==> src/rtl/bus_arb_pkg.sv <==
// Shared types and defaults for the four-master Wishbone bus arbiter.
package bus_arb_pkg;

  localparam int unsigned NUM_MASTERS = 4;
  localparam int unsigned ID_W        = 2;

  localparam int unsigned DEF_TIMEOUT_LIMIT = 1023;
  localparam logic [15:0] DEF_ADR_LIMIT     = 16'hC000;

  typedef enum logic [2:0] {
    StIdle,
    StAccess,
    StResp,
    StMemv,
    StTout
  } state_e;

endpackage

==> src/rtl/rr_arbiter.sv <==
// Combinational 4-way round-robin pick, searching upward from last_grant + 1.
module rr_arbiter
  import bus_arb_pkg::*;
(
  input  logic [NUM_MASTERS-1:0] req,
  input  logic [ID_W-1:0]        last_grant,
  output logic                   valid,
  output logic [ID_W-1:0]        id
);

  logic [ID_W-1:0] idx;

  always_comb begin
    valid = 1'b0;
    id    = '0;
    idx   = '0;
    for (int i = 1; i <= NUM_MASTERS; i++) begin
      idx = last_grant + ID_W'(i);
      if (!valid && req[idx]) begin
        valid = 1'b1;
        id    = idx;
      end
    end
  end

endmodule

==> src/rtl/wb_bus_arbiter.sv <==
// Four-master Wishbone arbiter with slave timeout and optional address-limit check.
// Address check is compiled in only when BUS_ARB_MEMV_EN is defined.
module wb_bus_arbiter
  import bus_arb_pkg::*;
#(
  parameter int unsigned TIMEOUT_LIMIT = DEF_TIMEOUT_LIMIT,
  parameter logic [15:0] ADR_LIMIT     = DEF_ADR_LIMIT
) (
  input  logic        wb_clk_i,
  input  logic        wb_rst_i,
  input  logic [3:0]  wbm_cyc_i,
  input  logic [3:0]  wbm_stb_i,
  input  logic [3:0]  wbm_we_i,
  input  logic [63:0] wbm_adr_i,
  input  logic [63:0] wbm_dat_i,
  output logic [15:0] wbm_dat_o,
  output logic [3:0]  wbm_ack_o,
  output logic        wbs_cyc_o,
  output logic        wbs_stb_o,
  output logic        wbs_we_o,
  output logic [15:0] wbs_adr_o,
  output logic [15:0] wbs_dat_o,
  input  logic [15:0] wbs_dat_i,
  input  logic        wbs_ack_i,
  output logic        bm_memv,
  output logic        bm_timeout,
  output logic [1:0]  bm_wbm_id,
  output logic [15:0] bm_addr,
  output logic        bm_we
);

  localparam logic [9:0] TLIM = 10'(TIMEOUT_LIMIT);

  state_e          state_q, state_d;
  logic [ID_W-1:0] last_q, last_d;
  logic [ID_W-1:0] id_q, id_d;
  logic [15:0]     adr_q, adr_d;
  logic            we_q, we_d;
  logic [15:0]     wdat_q, wdat_d;
  logic [15:0]     rdat_q, rdat_d;
  logic [9:0]      cnt_q, cnt_d;

  logic [NUM_MASTERS-1:0] req;
  logic                   gnt_valid;
  logic [ID_W-1:0]        gnt_id;
  logic [15:0]            sel_adr;
  logic                   memv_hit;

  logic [3:0]  ack_d;
  logic [15:0] mdat_d;
  logic        scyc_d;
  logic        swe_d;
  logic [15:0] sadr_d;
  logic [15:0] sdat_d;
  logic        memv_d;
  logic        tout_d;
  logic [1:0]  bid_d;
  logic [15:0] baddr_d;
  logic        bwe_d;

  assign req     = wbm_cyc_i & wbm_stb_i;
  assign sel_adr = wbm_adr_i[{gnt_id, 4'b0000} +: 16];

  rr_arbiter u_rr_arbiter (
    .req        (req),
    .last_grant (last_q),
    .valid      (gnt_valid),
    .id         (gnt_id)
  );

`ifdef BUS_ARB_MEMV_EN
  assign memv_hit = (sel_adr >= ADR_LIMIT);
`else
  logic unused_adr_limit;
  assign memv_hit         = 1'b0;
  assign unused_adr_limit = ^ADR_LIMIT;
`endif

  always_comb begin
    state_d = state_q;
    last_d  = last_q;
    id_d    = id_q;
    adr_d   = adr_q;
    we_d    = we_q;
    wdat_d  = wdat_q;
    rdat_d  = rdat_q;
    cnt_d   = cnt_q;
    unique case (state_q)
      StIdle: begin
        if (gnt_valid) begin
          id_d    = gnt_id;
          last_d  = gnt_id;
          adr_d   = sel_adr;
          we_d    = wbm_we_i[gnt_id];
          wdat_d  = wbm_dat_i[{gnt_id, 4'b0000} +: 16];
          cnt_d   = '0;
          state_d = memv_hit ? StMemv : StAccess;
        end
      end
      StAccess: begin
        // Ack on the limit cycle takes priority over the timeout.
        if (wbs_ack_i) begin
          rdat_d  = wbs_dat_i;
          state_d = StResp;
        end else if (cnt_q == TLIM) begin
          state_d = StTout;
        end else begin
          cnt_d = cnt_q + 10'd1;
        end
      end
      StResp, StMemv, StTout: state_d = StIdle;
      default: state_d = StIdle;
    endcase
  end

  // Outputs are decoded from the next state so the registered copies line up with it.
  always_comb begin
    ack_d   = '0;
    mdat_d  = '0;
    scyc_d  = 1'b0;
    swe_d   = 1'b0;
    sadr_d  = '0;
    sdat_d  = '0;
    memv_d  = 1'b0;
    tout_d  = 1'b0;
    bid_d   = '0;
    baddr_d = '0;
    bwe_d   = 1'b0;
    unique case (state_d)
      StAccess: begin
        scyc_d = 1'b1;
        swe_d  = we_d;
        sadr_d = adr_d;
        sdat_d = wdat_d;
      end
      StResp: begin
        ack_d[id_d] = 1'b1;
        mdat_d      = rdat_d;
      end
      StMemv, StTout: begin
        ack_d[id_d] = 1'b1;
        memv_d      = (state_d == StMemv);
        tout_d      = (state_d == StTout);
        bid_d       = id_d;
        baddr_d     = adr_d;
        bwe_d       = we_d;
      end
      default: ;
    endcase
  end

  always_ff @(posedge wb_clk_i) begin
    if (!wb_rst_i) begin
      state_q    <= StIdle;
      last_q     <= 2'd3;
      id_q       <= '0;
      adr_q      <= '0;
      we_q       <= 1'b0;
      wdat_q     <= '0;
      rdat_q     <= '0;
      cnt_q      <= '0;
      wbm_ack_o  <= '0;
      wbm_dat_o  <= '0;
      wbs_cyc_o  <= 1'b0;
      wbs_stb_o  <= 1'b0;
      wbs_we_o   <= 1'b0;
      wbs_adr_o  <= '0;
      wbs_dat_o  <= '0;
      bm_memv    <= 1'b0;
      bm_timeout <= 1'b0;
      bm_wbm_id  <= '0;
      bm_addr    <= '0;
      bm_we      <= 1'b0;
    end else begin
      state_q    <= state_d;
      last_q     <= last_d;
      id_q       <= id_d;
      adr_q      <= adr_d;
      we_q       <= we_d;
      wdat_q     <= wdat_d;
      rdat_q     <= rdat_d;
      cnt_q      <= cnt_d;
      wbm_ack_o  <= ack_d;
      wbm_dat_o  <= mdat_d;
      wbs_cyc_o  <= scyc_d;
      wbs_stb_o  <= scyc_d;
      wbs_we_o   <= swe_d;
      wbs_adr_o  <= sadr_d;
      wbs_dat_o  <= sdat_d;
      bm_memv    <= memv_d;
      bm_timeout <= tout_d;
      bm_wbm_id  <= bid_d;
      bm_addr    <= baddr_d;
      bm_we      <= bwe_d;
    end
  end

endmodule

==> config.mk <==
export PLATFORM = sky130hd
export DESIGN_NAME = wb_bus_arbiter
export DESIGN_NICKNAME = d
export VERILOG_FILES = /design/src/rtl/bus_arb_pkg.sv /design/src/rtl/rr_arbiter.sv /design/src/rtl/wb_bus_arbiter.sv
export SDC_FILE = /design/constraint.sdc
export NUM_CORES = 1
export LEC_CHECK = 0
export ABC_AREA = 1
export ABC_CLOCK_PERIOD_IN_PS = 2300
export CAP_MARGIN = 30
export CORE_ASPECT_RATIO = 0.75
export CORE_MARGIN = 2
export CORE_UTILIZATION = 40
export CTS_BUF_LIST = sky130_fd_sc_hd__clkbuf_8
export CTS_CLUSTER_DIAMETER = 200
export DETAILED_ROUTE_END_ITERATION = 10
export PLACE_DENSITY_LB_ADDON = 0.15
export SYNTH_ARGS = -nofsm -noshare
export SYNTH_HDL_FRONTEND = slang
export SYNTH_HIERARCHICAL = 1
export SYNTH_SLANG_ARGS = --single-unit
==> constraint.sdc <==
create_clock -name wb_clk_i -period 2.3 [get_ports wb_clk_i]
set_clock_uncertainty 0.2 [all_clocks]
set_input_delay 0.23 -clock wb_clk_i [delete_from_list [all_inputs] [get_ports wb_clk_i]]
set_output_delay 0.23 -clock wb_clk_i [all_outputs]
set_load 0.01 [all_outputs]
After elaboration in Yosys (flattened, before gate mapping)
Cells that the tools add are included.

storage, ports and cells
  flip-flop bits (word level) = 141
  word-level logic and storage cells = 98

cells by class
  add/subtract/negate cells = 4
  $lt $le $gt $ge = 7
  eq/ne operators = 9
  shifts and indexed selects = 2
  multiplexer cells = 39
  bitwise gates (word level) = 1
  reduce and logical (&&, ||, !) cells = 17

operator list
  operator                 number
  $shiftx A64 B7 Y16       2
  $mux W16                 6
  $mux W10                 3
  $pmux W10 S2             1
  $lt A2 B3 Y1 const B     6
  $mux W1                  13
  $mux W2                  6
  $add A10 B1 Y10 const B  1
  $bmux W1 S2              5
  $eq A10 B10 Y1 const B   1
  $reduce_and A2 Y1        5
  $mux W3                  3
  $eq A3 B1 Y1 const B     2
  $eq A3 B2 Y1 const B     2
  $ne A2 B2 Y1 const B     3
  $pmux W3 S2              1
  $add A2 B2 Y2 const B    2
  $and A4 B4 Y4            1
  $logic_and A1 B1 Y1      4
  $reduce_and A4 Y1        1
  $eq A3 B3 Y1 const B     1
  $logic_not A1 Y1         3
  $logic_not A3 Y1         1
  $reduce_or A3 Y1         1
  other kinds (5)          5

Depth between registers and ports, before layout
Gate-level depths: netlist of the first run.

  depth after elaboration = 19
  gate-level depth with buffers = 17

Modules after synthesis
Netlist of the first run, hierarchy kept.

by module, submodules not included
  module          times used  cells an instance  area each (sq um)  sequential area each (sq um)
  wb_bus_arbiter  1           698                5,484.0            2,822.7
  rr_arbiter      1           49                 290.3              0.0

Worst setup path before layout of the first run
OpenSTA, ideal clock, no wires.

  path kind = register -> register
  start = register last_q[0]
  end = register adr_q[10]
  data arrival time = 1.919 ns
  path slack = 0.061 ns
  cell stages (with the launch flop) = 18
  buffers on the path = 3
  clock period less this slack = 2.239 ns
  cells stage by stage = dfxtp_1 -> buf_6 -> inv_6 -> nand2_1 -> nand2_2 -> nand2_4 -> nand2_4 -> nor2_1 -> a21oi_1 -> nand3_1 -> buf_2 -> buf_4 -> nor2_1 -> nor2_1 -> o21ai_0 -> o21ai_0 -> o21ai_0 -> nor2_1

between the ends
  longest elaborated chain between the ends = 16
  elaborated cells between the ends (all ways) = 28
  classes of those cells = 3 x add/sub; 1 x shift; 18 x mux; 6 x reduce/logical

ends and longest elaborated chain
  item                           RTL line               text
  from (decl)                    wb_bus_arbiter.sv:35   logic [ID_W-1:0] last_q, last_d;
  from (signal assigned)         wb_bus_arbiter.sv:176  last_q <= last_d;
  $add A2 B1 Y2                  rr_arbiter.sv:18       idx = last_grant + ID_W'(i);
  $bmux W1 S2                    rr_arbiter.sv:19       if (!valid && req[idx]) begin
  $mux W1 (implied by the code)  rr_arbiter.sv:19
  $mux W1                        rr_arbiter.sv:19
  $logic_not A1 Y1               rr_arbiter.sv:19
  $logic_and A1 B1 Y1            rr_arbiter.sv:19
  $mux W1                        rr_arbiter.sv:19
  $logic_not A1 Y1               rr_arbiter.sv:19
  $logic_and A1 B1 Y1            rr_arbiter.sv:19
  $mux W1                        rr_arbiter.sv:19
  $logic_not A1 Y1               rr_arbiter.sv:19
  $logic_and A1 B1 Y1            rr_arbiter.sv:19
  $mux W2 *                      rr_arbiter.sv:19
  via gnt_id[0]                  wb_bus_arbiter.sv:45   logic [ID_W-1:0] gnt_id;
  $shiftx A64 B7 Y16 *           wb_bus_arbiter.sv:62   assign sel_adr = wbm_adr_i[{gnt_id, 4'b0000} +: 16];
  $mux W16 *                     wb_bus_arbiter.sv:90   if (gnt_valid) begin
  $mux W16 *                     wb_bus_arbiter.sv:88   unique case (state_q)
  to (signal assigned)           wb_bus_arbiter.sv:178  adr_q <= adr_d;
  to (decl)                      wb_bus_arbiter.sv:37   logic [15:0] adr_q, adr_d;

Mark *: on every way through the listed nets, which the timed path passes. The rest lies on a longest branch. The select of a mux whose other input is x is not followed.
A chain may end at the register's enable or synchronous reset.

Final worst setup path of the first run
  start = register last_q[0]
  end = register wdat_q[7]

between the ends
  longest elaborated chain between the ends = 16
  elaborated cells between the ends (all ways) = 28
  classes of those cells = 3 x add/sub; 1 x shift; 18 x mux; 6 x reduce/logical

ends and longest elaborated chain
  item                           RTL line               text
  $add A2 B1 Y2                  rr_arbiter.sv:18
  $bmux W1 S2                    rr_arbiter.sv:19
  $mux W1 (implied by the code)  rr_arbiter.sv:19
  $mux W1                        rr_arbiter.sv:19
  $logic_not A1 Y1               rr_arbiter.sv:19
  $logic_and A1 B1 Y1            rr_arbiter.sv:19
  $mux W1                        rr_arbiter.sv:19
  $logic_not A1 Y1               rr_arbiter.sv:19
  $logic_and A1 B1 Y1            rr_arbiter.sv:19
  $mux W1                        rr_arbiter.sv:19
  $logic_not A1 Y1               rr_arbiter.sv:19
  $logic_and A1 B1 Y1            rr_arbiter.sv:19
  $mux W2 *                      rr_arbiter.sv:19
  via gnt_id[0]                  wb_bus_arbiter.sv:45
  $shiftx A64 B7 Y16 *           wb_bus_arbiter.sv:95   wdat_d = wbm_dat_i[{gnt_id, 4'b0000} +: 16];
  $mux W16 *                     wb_bus_arbiter.sv:90
  $mux W16 *                     wb_bus_arbiter.sv:88
  to (signal assigned)           wb_bus_arbiter.sv:180  wdat_q <= wdat_d;
  to (decl)                      wb_bus_arbiter.sv:39   logic [15:0] wdat_q, wdat_d;

Marked as above.

==> results.md, run 1 <==
* Outcome: finished, violations left
* Post-synth cell types at 32
* Core Rows at 37
* Core area at 0.01389 mm2
* WS Path Type: reg2reg
* Final setup vio count at 26
* PwrDens at 1384 mW/mm2
* Layout Cells excl Fill at about 1200
* Dpl cell area at 0.008539 mm2
* Die H at 108.1 um
* Reg clk slew, reported paths at 90 ps
* Iter 0 DRT Violations at between 200 and 250
* Area grow syn2layout at 58.46%
* Port bufs at roughly 230
* Worst path arrival time at roughly 2500 ps
* Synth top area share at roughly 49%
* TritonCTS clock tree: built
* Setup crit end kind: flip-flop
* CTS Buf Count at 17
* Req. time, crit path at 2440 ps
* Clock sinks at about 140
* Dominant cells by area after synthesis: dfxtp_1 49%, nor2_1 15%, o21ai_0 8.2%
* Violated checks: negative setup slack
* Clock Latency Late Sink at ~430 ps
* Vias/cell at roughly 4.8
* Share of flip-flops with an asynchronous set or reset at 0%
* Worst hold-check path type: in2reg
* Capturing point of the worst reg2reg path: wdat_q[7]$_SDFF_PN0_
* Worst hold start: wbs_dat_i[13]
* Largest net degree at the start of global routing at 46
* Final hold violations at 0
* Gr usage total at 22.51%
* Ports at around 240
* Relative slew margins at roughly two thirds
* Sequential element share of the synthesized area at around half
* Initial core utilization at about two fifths
* GP Congestion at roughly 0.83
* Part of the cycle the worst path needs at 101.9%
* # DRC at 0
* First-pass GRT wire length at approximately 27000 um
* Nets at roughly 1200
* Leak at roughly 3.7 nW
* N_diodes at 0
* Total power draw at 12.67 mW
* Share of post-route cells with drive strength above 1 at 13.95%
* Clock buffer depth at 2
* Reg2Reg Depth at 14
* Actual slew at the worst max-slew pin at between 500 and 600 ps
* Final core utilization at between 60 and 70%
* Synth Register Bits at ~140
* Critical Path Start Type: flip-flop
* Die width at roughly 140 um
* Setup TNS at -454.1 ps
* Synth Flop Type: dfxtp_1
* Drt first pass iters at 5
* Syn_nets at a little over 900
* Unrepaired setup endpoints after global routing: yes
* Post-synth EDFFs at 0
* Count leader, synth: nor2_1
* Post-Synthesis Cells at ~750
* Total wire length at 16930 um
* H-tree depth at 4
* DP Wirelength at roughly 12000 um
* Reg2reg setup slack at -40 ps
* Synthesis warning total at 6
* Max-slew violations at 0
* Worst hold endpoint: wbm_dat_o[13]$_SDFF_PN0_
* Final WS setup at -44.56 ps
* Max cap viols at 0
* Post-layout min period at around 2300 ps
* Via count at about 5700
* Synth top cells by count: 226 x nor2_1, 141 x dfxtp_1, 95 x o21ai_0
* Synth Cell Area at 0.005774 mm2
* Vias in the first global route at approximately 5600
* Cell accounting for the most synthesized area: dfxtp_1
* Syn_area_per_cell at a little under 8 um2
* Reg2reg start: last_q[0]$_SDFFE_PN1P_
* CP max FO at 19
* Grt ovf at 0
* Drt wl/cell at 14.27 um
* Antenna violations before repair at 0
* Final ANT Viol Nets at 0
* Final Cell Area at 0.009150 mm2
* Placed Instances at about 1200
* VDD IR max at 0.8015 mV
* Fillers at approximately 1200
* Place WS at -464.9 ps
* Fin Hold WS at between 200 and 250 ps
* Die area at ~0.015 mm2
* Worst hold path stage count at 3
* Fmax at approximately 430 MHz
* Root Buffer: clkbuf_8
[power by group]
group / total, mW / internal, mW / switching, mW
registers: 3.15 / 2.96 / 0.193
logic: 7.51 / 3.42 / 4.09
clock network: 2.00 / 0.915 / 1.09
[cell families (layout without fill, tap and decap cells)]
| logic type | after synthesis | in the layout | synth area share [%] |
|---|---|---|---|
| flops | 141 | 141 | 48.88 |
| compound gates | 151 | 151 | 14.56 |
| mux | 16 | 16 | 2.774 |
| other cells | 1 | 1 | 0.06494 |
| simple gates | 347 | 347 | 26.33 |
| fa+ha+maj | 1 | 1 | 0.2167 |
| buf+inv | 90 | 354 | 7.172 |
[flip-flops by register name, summed over array words and instances, names as in the netlist]
name and flops:
adr_q 16, bm_addr 16, rdat_q 16, wbm_dat_o 16
wbs_adr_o 16, wbs_dat_o 16, wdat_q 16, cnt_q 10
wbm_ack_o 4, state_q 3, bm_wbm_id 2, id_q 2
last_q 2, bm_memv 1, bm_timeout 1, bm_we 1
wbs_stb_o 1, wbs_we_o 1, we_q 1
[critical path, cell delays in order (launching register included)]
cell and delay [ps]:
dfxtp_4 440, inv_8 60, nand2_2 60, nand2_1 80, nand2_2 80, nand2_2 60, nor2_4 120, nand4_1 170
nand3_4 170, inv_6 70, buf_12 160, buf_4 150, o21a_1 180, o22ai_1 170, nor2_1 50
[per-layer routing]
metal  share of wire, %  track usage (%)  vias to the layer above
li1                   -                -                     2923
met1                 43            27.05                     2579
met2                 47            37.43                      182
met3                7.2            7.927                       28
met4                2.0            8.274                        0
met5                  0                0                        -
[timing repair]
item,CTS,global route
endpoints found under the setup margin,76,76
resized for setup,66,22
pin swaps,14,4
hold buffers,0,0
gates cloned,1,0
buffers inserted,3,0
[worst max path at each step]
stage	cells after the start	endpoint	startpoint	slack, ps
2_1_floorplan	17	adr_q[10]$_SDFF_PN0_	last_q[0]$_SDFFE_PN1P_	60
3_3_place_gp	16	adr_q[10]$_SDFF_PN0_	wbm_cyc_i[2]	-440
3_5_place_dp	16	adr_q[10]$_SDFF_PN0_	wbm_cyc_i[0]	-460
4_1_cts	14	wdat_q[14]$_SDFF_PN0_	last_q[0]$_SDFFE_PN1P_	-40
5_1_grt	15	adr_q[10]$_SDFF_PN0_	last_q[0]$_SDFFE_PN1P_	-220
6_report	14	wdat_q[7]$_SDFF_PN0_	last_q[0]$_SDFFE_PN1P_	-40
[area by class of cell]
cell class | count | area [um2] | area share (%)
Clock inverter | 15 | 162.7 | 1.778
Inverter | 46 | 190.2 | 2.078
Timing Repair Buffer | 276 | 2823 | 30.85
Multi-Input combinational cell | 516 | 2691 | 29.41
Clock buffer | 17 | 234.0 | 2.557
Sequential cell | 141 | 2830 | 30.93
Tap cell | 175 | 219.0 | 2.393
[cell usage in the layout, fill, tap and decap left out, types with 2 or more instances in the layout]
master,count
nand2_1,56
nand3_2,3
buf_12,11
inv_4,2
o21ai_1,43
buf_4,28
inv_1,38
clkdlybuf4s50_1,234
o21a_1,21
nor2_2,5
o21ai_0,50
inv_8,6
nand3_1,11
o22ai_2,14
nor3_2,2
nor3_1,4
clkbuf_8,17
mux2i_1,16
nand3b_1,3
dfxtp_1,139
nand2_4,9
buf_6,2
o21ai_2,2
nand2_2,14
o21bai_1,2
dfxtp_4,2
nor2_1,222
clkinvlp_4,2
a21oi_1,11
nor2_4,5
inv_6,8
inv_2,4
o22ai_1,6
nand4_1,11
(Power assumes the default switching activity.)
==> run 2, diff against run 1 <==
--- a/config.mk
+++ b/config.mk
@@ -10,10 +10,11 @@
 export CAP_MARGIN = 30
 export CORE_ASPECT_RATIO = 0.75
 export CORE_MARGIN = 2
-export CORE_UTILIZATION = 40
+export CORE_UTILIZATION = 50
 export CTS_BUF_LIST = sky130_fd_sc_hd__clkbuf_8
 export CTS_CLUSTER_DIAMETER = 200
 export DETAILED_ROUTE_END_ITERATION = 10
+export DONT_BUFFER_PORTS = 1
 export PLACE_DENSITY_LB_ADDON = 0.15
 export SYNTH_ARGS = -nofsm -noshare
 export SYNTH_HDL_FRONTEND = slang
==> run 2 against run 1 <==
Against the previous run: the flow finishes with violations (negative hold slack, negative setup slack); combinational power is 2.9% higher; clock power is essentially flat; sequential cell count stayed put; critical path depth rose by 1; worst hold slack got worse by 230 ps; largest cell class unchanged.
==> results.md, run 2 (synthesis gave the netlist of run 1 again) <==
* Vias/cell at 5.535 (was 4.816)
* Die H at 97.07 um (was 108.1 um)
* Setup crit end kind: flip-flop (unchanged)
* DP Wirelength at 10550 um (was 12210 um)
* Reg clk slew, reported paths at 80 ps (was 90 ps)
* Leak at 3.319 nW (was 3.683 nW)
* Gr usage total at 28.22% (was 22.51%)
* Met3 WL post-DR at 1415 um (was 1220 um)
* Part of the cycle the worst path needs at 109.2% (was 101.9%)
* PwrDens at 1624 mW/mm2 (was 1384 mW/mm2)
* Setup TNS at -2194 ps (was -454.1 ps)
* Violated checks: negative hold slack, negative setup slack (was negative setup slack)
* Actual slew at the worst max-slew pin at 613.5 ps (was 500.5 ps)
* Root Buffer: clkbuf_8 (unchanged)
* Reg2reg setup slack at -210 ps (was -40 ps)
* Relative slew margins at 59.00% (was 66.60%)
* Ports at 235 (unchanged)
* Final setup vio count at 46 (was 26)
* Dpl cell area at 0.006036 mm2 (was 0.008539 mm2)
* Die area at 0.01243 mm2 (was 0.01542 mm2)
* Critical Path Start Type: flip-flop (unchanged)
* Worst hold-check path type: in2reg (unchanged)
* Largest net degree at the start of global routing at 55 (was 46)
* Worst hold start: wbm_adr_i[58] (was wbs_dat_i[13])
* Max-slew violations at 0 (unchanged)
* Final ANT Viol Nets at 0 (unchanged)
* Fin Hold WS at -8.960 ps (was 222.6 ps)
* CTS Buf Count at 17 (unchanged)
* Fillers at 814 (was 1179)
* First-pass GRT wire length at 27750 um (was 27140 um)
* Req. time, crit path at 2410 ps (was 2440 ps)
* Share of post-route cells with drive strength above 1 at 16.63% (was 13.95%)
* # DRC at 0 (unchanged)
* Crit path cell chain: inv_4 -> nand2_1 -> nand2_4 -> nand2_4 -> nand2_4 -> nor2_4 -> nand3b_1 -> nand3_4 -> inv_6 -> buf_12 -> buf_4 -> nor2_1 -> o21ai_1 -> o22ai_2 -> nor2_1 (was inv_8 -> nand2_2 -> nand2_1 -> nand2_2 -> nand2_2 -> nor2_4 -> nand4_1 -> nand3_4 -> inv_6 -> buf_12 -> buf_4 -> o21a_1 -> o22ai_1 -> nor2_1)
* GP Congestion at 0.8884 (was 0.8302)
* Post-layout min period at 2511 ps (was 2345 ps)
* Layout Cells excl Fill at 1026 (was 1186)
* Worst hold endpoint: adr_q[10]$_SDFF_PN0_ (was wbm_dat_o[13]$_SDFF_PN0_)
* Fmax at 398.2 MHz (was 426.5 MHz)
* Area grow syn2layout at 38.98% (was 58.46%)
* Worst path arrival time at 2620 ps (was 2480 ps)
* Final WS setup at -211.4 ps (was -44.56 ps)
* Commonest non-fill, non-tap cell in the layout: nor2_1 (was clkdlybuf4s50_1)
* Final Cell Area at 0.008025 mm2 (was 0.009150 mm2)
* Met2 Wirelength at 9300 um (was 8016 um)
* Clock buffer depth at 2 (unchanged)
* Unrepaired setup endpoints after global routing: yes (unchanged)
* VDD IR max at 0.9912 mV (was 0.8015 mV)
* Outcome: finished, violations left (unchanged)
* Iter 0 DRT Violations at 347 (was 201)
* Die width at 128.1 um (was 142.7 um)
* Clock Latency Late Sink at 440 ps (was 430 ps)
* Total wire length at 18890 um (was 16930 um)
* Reg2Reg Depth at 15 (was 14)
* Drt wl/cell at 18.41 um (was 14.27 um)
* Grt ovf at 0 (unchanged)
* WS Path Type: reg2reg (unchanged)
* Nets at 1031 (was 1158)
* Reg2reg start: last_q[1]$_SDFFE_PN1P_ (was last_q[0]$_SDFFE_PN1P_)
* Antenna violations before repair at 2 (was 0)
* TritonCTS clock tree: built (unchanged)
* Final core utilization at 72.25% (was 65.88%)
* Crit-path slowest cell: dfxtp_4 (unchanged)
* Vias in the first global route at 5597 (was 5601)
* Core Rows at 33 (was 37)
* Total power draw at 13.03 mW (was 12.67 mW)
* Highest routed layer: met4 (unchanged)
* Final hold violations at 2 (was 0)
* Capturing point of the worst reg2reg path: bm_addr[1]$_SDFF_PN0_ (was wdat_q[7]$_SDFF_PN0_)
* Max cap viols at 0 (unchanged)
* DRT met1 WL at 7550 um (was 7346 um)
* Commonest cells after routing, fill and taps aside: 223 x nor2_1, 139 x dfxtp_1, 114 x dlygate4sd3_1, 55 x nand2_1, 53 x o21ai_1 (was 234 x clkdlybuf4s50_1, 222 x nor2_1, 139 x dfxtp_1, 56 x nand2_1, 50 x o21ai_0)
* Port bufs at 0 (was 234)
* Core area at 0.01111 mm2 (was 0.01389 mm2)
* Drt first pass iters at 5 (unchanged)
* CP max FO at 14 (was 19)
* Clock sinks at 141 (unchanged)
* Worst hold path stage count at 4 (was 3)
* Crit path top cell by count: nand2_4 (was nand2_2)
* Via count at 5679 (was 5712)
* H-tree depth at 4 (unchanged)
* CP peak stage delay at 400 ps (was 440 ps)
* Placed Instances at 868 (was 1151)
* Initial core utilization at 51.99% (was 41.58%)
[run 2: cell count changes in the layout (fill, tap and decap cells not counted), sizes merged]
| cell | change |
|---|---|
| diode | +2 |
| dlygate4sd3 | +114 |
| buf | -12 |
| inv | -3 |
| clkinv | +3 |
| clkdlybuf4s50 | -234 |
| clkbuf | +5 |
[run 2: worst max path at each step]
stage / cells past startpoint / endpoint / slack [ps] / start
floorplan: 17 / adr_q[10]$_SDFF_PN0_ / 60 / last_q[0]$_SDFFE_PN1P_
global placement: 12 / bm_addr[15]$_SDFF_PN0_ / -210 / last_q[0]$_SDFFE_PN1P_
detailed placement: 14 / adr_q[4]$_SDFF_PN0_ / -260 / last_q[0]$_SDFFE_PN1P_
CTS: 14 / wdat_q[15]$_SDFF_PN0_ / -7 / last_q[0]$_SDFFE_PN1P_
global route: 15 / bm_addr[1]$_SDFF_PN0_ / -320 / last_q[1]$_SDFFE_PN1P_
finish: 15 / bm_addr[1]$_SDFF_PN0_ / -210 / last_q[1]$_SDFFE_PN1P_
[run 2: stage by stage]
| step | hold slack, ps | setup slack, ps |
|---|---|---|
| finish | -8.960 | -211.4 |
| global placement | 120.1 | -207.7 |
| global route | 3.908 | -317.9 |
| CTS | 0.9855 | -7.100 |
| detailed placement | 126.3 | -259.7 |
| floorplan | 196.6 | 60.88 |
[run 2: critical path, delay by kind of cell, from the launching register on]
kind	cells	cell delay, ps
AO/OA/AOI/OAI	2	280
buffers and inverters	4	450
flip-flops	1	400
AND/OR/NAND/NOR	9	1070
[run 2: timing repair]
item | 4_1_cts | 5_1_grt
setup endpoints to repair | 82 | 79
gates cloned | 1 | 5
pin swaps | 6 | 23
hold buffers | 112 | 2
resized for setup | 39 | 78
endpoints found under the hold margin | 117 | 2
setup buffers | 1 | 3
[run 2: cell type report]
cell class                      count  area, um2  area share, %
Sequential cell                   141       2830          35.27
Multi-Input combinational cell    516       2783          34.67
Timing Repair Buffer              149       1640          20.44
Clock buffer                       17      234.0          2.915
Inverter                           46      190.2          2.370
Tap cell                          140      175.2          2.183
Clock inverter                     15      167.7          2.089
Antenna cell                        2      5.005        0.06236
[run 2: per-layer routing]
metal  GRT usage, %  vias up
li1               -     2663
met1          33.95     2664
met2          47.80      296
met3          8.756       56
met4          9.552        0
met5              0        -
[run 2: report_power, final]
group | internal, mW | leakage (nW) | total (mW) | switching, mW
registers | 2.97 | 1.15 | 3.30 | 0.336
logic | 3.21 | 1.97 | 7.73 | 4.52
clock network | 0.912 | 0.199 | 2.00 | 1.09
